**src/rtl/midi_tx_if.sv**
```systemverilog
// Event handshake between an upstream producer and the MIDI transmitter.
// Packing: [23:16] status, [15:8] data1, [7:0] data2.
interface midi_tx_if;
  logic [23:0] event_in;
  logic        event_valid_in;
  logic        event_ready_out;

  modport master (output event_in, output event_valid_in, input event_ready_out);
  modport slave  (input event_in, input event_valid_in, output event_ready_out);
endinterface

```
**src/rtl/midi_tx.sv**
```systemverilog
// Serialises 24-bit MIDI events onto a UART line (8N1, idle high), with optional running status.
//
// state | meaning
// IDLE  | line high, ready for an event
// START | driving start bit (0)
// DATA  | driving 8 data bits, LSB first
// STOP  | driving stop bit (1); then next byte or IDLE
module midi_tx #(
  parameter int CLKS_PER_BIT   = 3200,
  parameter bit RUNNING_STATUS = 1'b0
) (
  input  logic      clk_in,
  input  logic      rst_in,
  midi_tx_if.slave  evt,
  output logic      tx_out,
  output logic      busy_out,
  output logic      drop_out
);

  typedef enum logic [1:0] {IDLE, START, DATA, STOP} state_t;

  localparam int TW = (CLKS_PER_BIT > 1) ? $clog2(CLKS_PER_BIT) : 1;
  localparam logic [TW-1:0] BIT_LOAD = TW'(CLKS_PER_BIT - 1);

  state_t        state;
  logic [TW-1:0] timer;
  logic [2:0]    bit_idx;
  logic [7:0]    shreg;
  logic [15:0]   rest;
  logic [1:0]    left;
  logic [7:0]    run_status;
  logic          ready_r;

  logic [7:0]  s, d1, d2;
  logic        is_cv, is_rt, skip;
  logic [1:0]  msg_len;
  logic [23:0] msg_bytes;

  assign s     = evt.event_in[23:16];
  assign d1    = evt.event_in[15:8] & 8'h7F;
  assign d2    = evt.event_in[7:0] & 8'h7F;
  assign is_cv = s[7] && (s[7:4] != 4'hF);
  assign is_rt = (s[7:3] == 5'b11111);
  assign skip  = RUNNING_STATUS && is_cv && (s == run_status);

  assign evt.event_ready_out = ready_r;

  // First byte to send sits in msg_bytes[7:0]; later bytes follow upward.
  always_comb begin
    msg_len   = 2'd0;
    msg_bytes = 24'h0;
    if (is_rt) begin
      msg_len   = 2'd1;
      msg_bytes = {16'h0, s};
    end else if (is_cv) begin
      if (s[7:4] == 4'hC || s[7:4] == 4'hD) begin
        msg_len   = skip ? 2'd1 : 2'd2;
        msg_bytes = skip ? {16'h0, d1} : {8'h0, d1, s};
      end else begin
        msg_len   = skip ? 2'd2 : 2'd3;
        msg_bytes = skip ? {8'h0, d2, d1} : {d2, d1, s};
      end
    end
  end

  always_ff @(posedge clk_in) begin
    if (!rst_in) begin
      state      <= IDLE;
      timer      <= '0;
      bit_idx    <= 3'd0;
      shreg      <= 8'h0;
      rest       <= 16'h0;
      left       <= 2'd0;
      run_status <= 8'h0;
      ready_r    <= 1'b1;
      tx_out     <= 1'b1;
      busy_out   <= 1'b0;
      drop_out   <= 1'b0;
    end else begin
      drop_out <= 1'b0;
      case (state)
        IDLE: begin
          if (evt.event_valid_in && ready_r) begin
            if (msg_len == 2'd0) begin
              drop_out   <= 1'b1;
              run_status <= 8'h0;
            end else begin
              if (is_cv) run_status <= s;
              shreg    <= msg_bytes[7:0];
              rest     <= msg_bytes[23:8];
              left     <= msg_len - 2'd1;
              timer    <= BIT_LOAD;
              tx_out   <= 1'b0;
              busy_out <= 1'b1;
              ready_r  <= 1'b0;
              state    <= START;
            end
          end
        end
        START: begin
          if (timer == '0) begin
            timer   <= BIT_LOAD;
            tx_out  <= shreg[0];
            bit_idx <= 3'd0;
            state   <= DATA;
          end else begin
            timer <= timer - TW'(1);
          end
        end
        DATA: begin
          if (timer == '0) begin
            timer <= BIT_LOAD;
            if (bit_idx == 3'd7) begin
              tx_out <= 1'b1;
              state  <= STOP;
            end else begin
              tx_out  <= shreg[1];
              shreg   <= {1'b0, shreg[7:1]};
              bit_idx <= bit_idx + 3'd1;
            end
          end else begin
            timer <= timer - TW'(1);
          end
        end
        STOP: begin
          if (timer == '0) begin
            if (left != 2'd0) begin
              // Next byte starts immediately: no gap beyond the stop bit.
              shreg  <= rest[7:0];
              rest   <= {8'h0, rest[15:8]};
              left   <= left - 2'd1;
              timer  <= BIT_LOAD;
              tx_out <= 1'b0;
              state  <= START;
            end else begin
              busy_out <= 1'b0;
              ready_r  <= 1'b1;
              state    <= IDLE;
            end
          end else begin
            timer <= timer - TW'(1);
          end
        end
        default: state <= IDLE;
      endcase
    end
  end

endmodule
```
**src/flat_wrapper.sv**
```systemverilog
// flat-port wrapper written by rule: the top's interface ports become plain ports
module midi_tx_flat 
#(
  parameter int CLKS_PER_BIT   = 3200,
  parameter bit RUNNING_STATUS = 1'b0
)
  (clk_in, rst_in, tx_out, busy_out, drop_out, evt_event_in, evt_event_valid_in, evt_event_ready_out);
  midi_tx_if evt_i ();
  input  logic clk_in;
  input  logic rst_in;
  output logic tx_out;
  output logic busy_out;
  output logic drop_out;
  input wire logic [$bits(evt_i.event_in)-1:0] evt_event_in;
  input wire logic [$bits(evt_i.event_valid_in)-1:0] evt_event_valid_in;
  output wire logic [$bits(evt_i.event_ready_out)-1:0] evt_event_ready_out;
  assign evt_i.event_in = evt_event_in;
  assign evt_i.event_valid_in = evt_event_valid_in;
  assign evt_event_ready_out = evt_i.event_ready_out;
  midi_tx #(.CLKS_PER_BIT(CLKS_PER_BIT), .RUNNING_STATUS(RUNNING_STATUS)) u_core (.clk_in(clk_in), .rst_in(rst_in), .evt(evt_i), .tx_out(tx_out), .busy_out(busy_out), .drop_out(drop_out));
endmodule
```
**config.mk**
```make
export PLATFORM = sky130hd
export DESIGN_NAME = midi_tx_flat
export DESIGN_NICKNAME = d
export VERILOG_FILES = /design/src/rtl/midi_tx_if.sv /design/src/rtl/midi_tx.sv /design/src/flat_wrapper.sv
export SDC_FILE = /design/constraint.sdc
export NUM_CORES = 1
export LEC_CHECK = 0
export ABC_AREA = 0
export BUFFER_PORTS_ARGS = -buffer_cell sky130_fd_sc_hd__buf_2
export CAP_MARGIN = 15
export CELL_PAD_IN_SITES_DETAIL_PLACEMENT = 0
export CELL_PAD_IN_SITES_GLOBAL_PLACEMENT = 1
export CORE_MARGIN = 8
export CORE_UTILIZATION = 43
export DETAILED_ROUTE_END_ITERATION = 16
export HOLD_SLACK_MARGIN = 0.02
export PLACE_DENSITY_LB_ADDON = 0.3
export SYNTH_ARGS = -nofsm -noshare
export SYNTH_HDL_FRONTEND = slang
export SYNTH_SLANG_ARGS = --single-unit
```
**constraint.sdc**
```tcl
create_clock -name clk_in -period 2.73 [get_ports clk_in]
set_input_delay 0.273 -clock clk_in [delete_from_list [all_inputs] [get_ports clk_in]]
set_output_delay 0.273 -clock clk_in [all_outputs]
set_load 0.005 [all_outputs]
```
* After elaboration in Yosys (flattened, before gate mapping)
Index checks and enable logic that the tools add are counted.
** Word-level totals
- Bits in registers :: 47
- Input bits :: 27
- Output and inout port bits :: 4
- Word-level logic and storage cells :: 109
** Cells by class
- $add $sub $neg :: 4
- Eq/ne operators :: 18
- Muxes and demuxes :: 58
- Reductions and logical operators :: 19
** Operators with widths (number)
- $mux 23 :: 3
- $mux 16 :: 4
- $mux 12 :: 5
- $mux 8 :: 6
- $pmux 12 s3 :: 1
- $pmux 16 s2 :: 1
- $mux 2 :: 12
- $pmux 8 s3 :: 1
- $mux 1 :: 16
- $logic_not 12->1 :: 1
- $ne 2x1->1 const B :: 6
- $reduce_and 6->1 :: 2
- $sub 12x1->12 const B :: 1
- $reduce_and 5->1 :: 2
- $mux 3 :: 3
- $eq 4x4->1 const B :: 2
- $pmux 2 s4 :: 1
- $reduce_and 7->1 :: 1
- $ne 2x2->1 const B :: 3
- $pmux 3 s2 :: 1
- $reduce_and 3->1 :: 2
- $reduce_bool 2->1 :: 3
- $eq 5x5->1 const B :: 1
- $eq 2x2->1 const B :: 2
- 15 further kinds :: 19

* Depth between registers and ports, before layout
- Word-level depth :: 9
- Depth in mapped cells :: 8
- Depth with buffers taken out :: 7

* Worst setup path before layout
No wires, ideal clock.
- Path type :: flip-flop to flip-flop
- From :: reg u_core.timer[7]
- To :: reg u_core.rest[3]
- Setup time :: 0.080 ns
- Arrival time :: 2.239 ns
- Data required time :: 2.650 ns
- Slack :: 0.411 ns
- Stages on the path, launching flop included :: 8
- Buffers on the path :: 2
- Period minus slack after synthesis :: 2.319 ns
- Path through :: dfxtp_1 -> or4_1 -> buf_2 -> or4_4 -> a211oi_4 -> buf_4 -> nor2_1 -> a211oi_2
** Between the ends
- Longest elaborated chain between the ends :: 3
** RTL lines
- from (decl) :: RTL line midi_tx.sv:26 : logic [TW-1:0] timer;
- from (signal assigned) :: RTL line midi_tx.sv:107 : timer <= timer - TW'(1);
- from (signal assigned) :: RTL line midi_tx.sv:122 : timer <= timer - TW'(1);
- from (signal assigned) :: RTL line midi_tx.sv:141 : timer <= timer - TW'(1);
- $logic_not 12->1 :: RTL line midi_tx.sv:126 : if (timer == '0) begin
- $ne 2x1->1 (no source line)
- $reduce_and 5->1 (no source line)
- to (signal assigned) :: RTL line midi_tx.sv:90 : rest <= msg_bytes[23:8];
- to (signal assigned) :: RTL line midi_tx.sv:130 : rest <= {8'h0, rest[15:8]};
- to (decl) :: RTL line midi_tx.sv:29 : logic [15:0] rest;
Every way passes these cells.
A chain may end at the register's enable or synchronous reset.

* Worst setup path in the final report
- From :: reg u_core.timer[7]
- To :: reg u_core.rest[0]
Same word-level chain as after synthesis.

==> results.ini <==
[outcome]
status=finished clean

[drt]
wl_per_cell_um=15.6
first_pass_iters=5
route.detailed.drc=0
drt-initial-drc-count=216
drt_wl_total_um=6030
vias=2259
viasPerCell=5.84
drtAntennaViolNets=0

[timing]
tns_ns=0
hold_viol_final=0
finalCritPeriodShare_pct=91.2
fin_skew_ns=0.00825
tightest_slew_ns=0.818
relSlewSlack_pct=45.1
fmax_mhz=402
rsz0062_at_grt=no
whs_ns=0.187
maxSlewViolCount=0
layout_min_cycle_time_ns=2.49
setup_violations=0

[pwr]
power_mw=3.03
cellLeakagePower_nw=1.02
ir_drop_mv=0.547
power.density_mw_per_mm2=1090

[synth]
yosys.area_share.adder_pct=4.65
synth_edf_count=0
synthMuxAreaShare_pct=0.413
ys_seq_elements=45
synth_compound_area_share_pct=30.1
yosys_warnings=0
ys.flop_type=dfxtp_1
yosysSeqAreaShare_pct=37.2
yosysUniqueCellTypes=51
synth-simple-area-share_pct=22.6
synth_area_sq_mm=0.00242
syn_inst=286
synth_xor_area_share_pct=0
synth_top_family_by_area=compound AO/OA/AOI/OAI gates
synthArstFlopShare_pct=0
synth_nets=322
syn-mean-instance-area_sq_um=8.47

[clocking]
cts-buffers-inserted=5
cts_tree=done
cts_resized=0
clockBufferDepth=2
postCtsHoldBufs=0
clk_pin_slew_ns=0.09
cts.sinks=45
insertion_delay_ns=0.30
post-cts-setup-buffer-count=0
root_buffer=clkbuf_8
htree_num_levels=2

[placed_design]
dp.cells=379
port_buffers=28
hpwl_um=4250
gp_congestion=0.806

[layout]
nNetsFinal=350
stdcell_count=387
drive_above_1_share_pct=18.4
syn2layout_area_growth_pct=14.7
final_util_pct=50.7
antenna_cells=0

[critical_path]
end_kind=register
arrival_ns=2.72
crit_fanout=32
start_kind=register
crit_required_ns=2.96
worst-setup-path-type=reg -> reg

[die]
initial_core_util_pct=44.2
die_h_um=91.0
core_region_area_sq_mm=0.00547
dieWidth_um=91.0
die_area_sq_mm=0.00829
ioPinCount=31
std_cell_rows=27

[grt]
globalRouteTotalUtil_pct=14.8
grt_pass1_vias=2152
grt-ovfl-total=0
grt_pass1_wl_um=10200
antenna_found_initial=0
grt_start_max_net_pins=33

[hold_path]
hold_path_class=in -> reg

[job]
drv_cap=0

-- sequential cells by signal, summed over array words and instances, names as in the netlist --
name                        flops
u_core.rest                    14
u_core.timer                   12
u_core.shreg                    8
u_core.bit_idx                  3
u_core.left                     2
u_core.state                    2
u_core.busy_out                 1
u_core.drop_out                 1
u_core.evt.event_ready_out      1
u_core.tx_out                   1
-- per-stage QoR --
stage,worst slack (ns),cell area (sq um)
after floorplan,0.411,2420
after global routing,0.109,2780
final,0.241,2780
after global placement,0.274,2670
after detailed placement,0.258,2670
after CTS,0.225,2780
-- worst paths after layout --
path	start	endpoint	slack [ns]	cells past startpoint
hold / removal	evt_event_in[2]	u_core.rest[10]$_SDFFE_PN0P_	0.19	3
setup / recovery	u_core.timer[7]$_SDFFE_PN0P_	u_core.rest[0]$_SDFFE_PN0P_	0.24	6
hold reg to reg	u_core.rest[13]$_SDFFE_PN0P_	u_core.rest[13]$_SDFFE_PN0P_	0.46	2
setup reg to reg	u_core.timer[7]$_SDFFE_PN0P_	u_core.rest[0]$_SDFFE_PN0P_	0.24	6
-- cells in the mapped netlist (all sizes together), types with 2 or more instances --
library cell | instances | share of area, %
a311oi | 3 | 1.1
a21oi | 16 | 3.3
inv | 11 | 1.7
nand2 | 23 | 3.6
o21a | 4 | 1.2
nor3 | 9 | 1.9
a31oi | 4 | 1.0
o211ai | 2 | 0.62
a222oi | 6 | 2.5
buf | 6 | 1.5
o2111a | 2 | 0.93
nor4b | 2 | 0.72
nand2b | 4 | 1.0
nand4b | 2 | 0.72
nor3b | 2 | 0.62
or4 | 4 | 1.4
nand3 | 13 | 2.7
or3 | 5 | 1.3
ha | 9 | 4.7
dfxtp | 45 | 37
nor2 | 26 | 4.0
o22ai | 2 | 0.52
clkbuf | 12 | 1.9
a211oi | 17 | 7.2
nor4 | 4 | 1.7
a41oi | 2 | 0.72
nand4 | 6 | 1.6
a22oi | 8 | 2.5
nor2b | 3 | 0.78
o21ai | 19 | 3.9
a32o | 2 | 0.83
-- where the power goes --
part,switching [mW],internal [mW]
clock,0.231,0.275
sequential,0.174,0.873
combinational,0.883,0.592
-- worst max-delay path, stage by stage (launching register included) --
cell and delay (ns):
dfxtp_1 0.37, or4_1 0.69, or4_4 0.60, a211oi_4 0.29
buf_12 0.22, nor2_1 0.07, a211oi_2 0.18
-- final cells by class --
type | instances | area (sq um)
clock buffers | 6 | 72.6
clock inverters | 2 | 38.8
fillers | 555 | 2700
inverters | 11 | 41.3
multi-input cells | 212 | 1400
flip-flops and latches | 45 | 901
well taps | 72 | 90.1
repair buffers | 39 | 235
-- metal layers --
| metal | part of all wire (%) | vias up | global-route usage, % |
|---|---|---|---|
| li1 | - | 1146 | - |
| met1 | 49 | 1065 | 18.2 |
| met2 | 46 | 42 | 23.8 |
| met3 | 4.7 | 6 | 4.69 |
| met4 | 0.88 | 0 | 5.05 |
| met5 | 0 | - | 0 |
-- cells in the final DEF, fill, tap and decap left out, types with 3 or more instances in the layout --
master / synthesis / final
a211oi_2: 7 / 7
nand3_1: 13 / 13
or3_1: 5 / 5
nor4_1: 3 / 3
inv_1: 11 / 11
buf_2: 2 / 28
a22oi_1: 8 / 8
nor2b_1: 3 / 3
a222oi_1: 6 / 6
a21oi_1: 16 / 16
nor2_1: 26 / 26
nand4_1: 6 / 6
nand2b_1: 4 / 4
buf_4: 3 / 10
nor3_1: 9 / 9
dfxtp_1: 45 / 45
o21a_1: 4 / 4
clkbuf_8: 0 / 5
a31oi_1: 4 / 4
a311oi_1: 3 / 3
o21ai_0: 15 / 15
ha_1: 9 / 9
o21ai_1: 4 / 4
nand2_1: 23 / 23
or4_1: 3 / 3
a211oi_1: 9 / 9
-- cells by family after synthesis --
group | after synthesis
AOI/OAI and AO/OA | 97
and+or+nand+nor | 105
adders and majority gates | 9
DFF | 45
buffers and inverters | 29
muxes | 1
(Power assumes the default switching activity.)
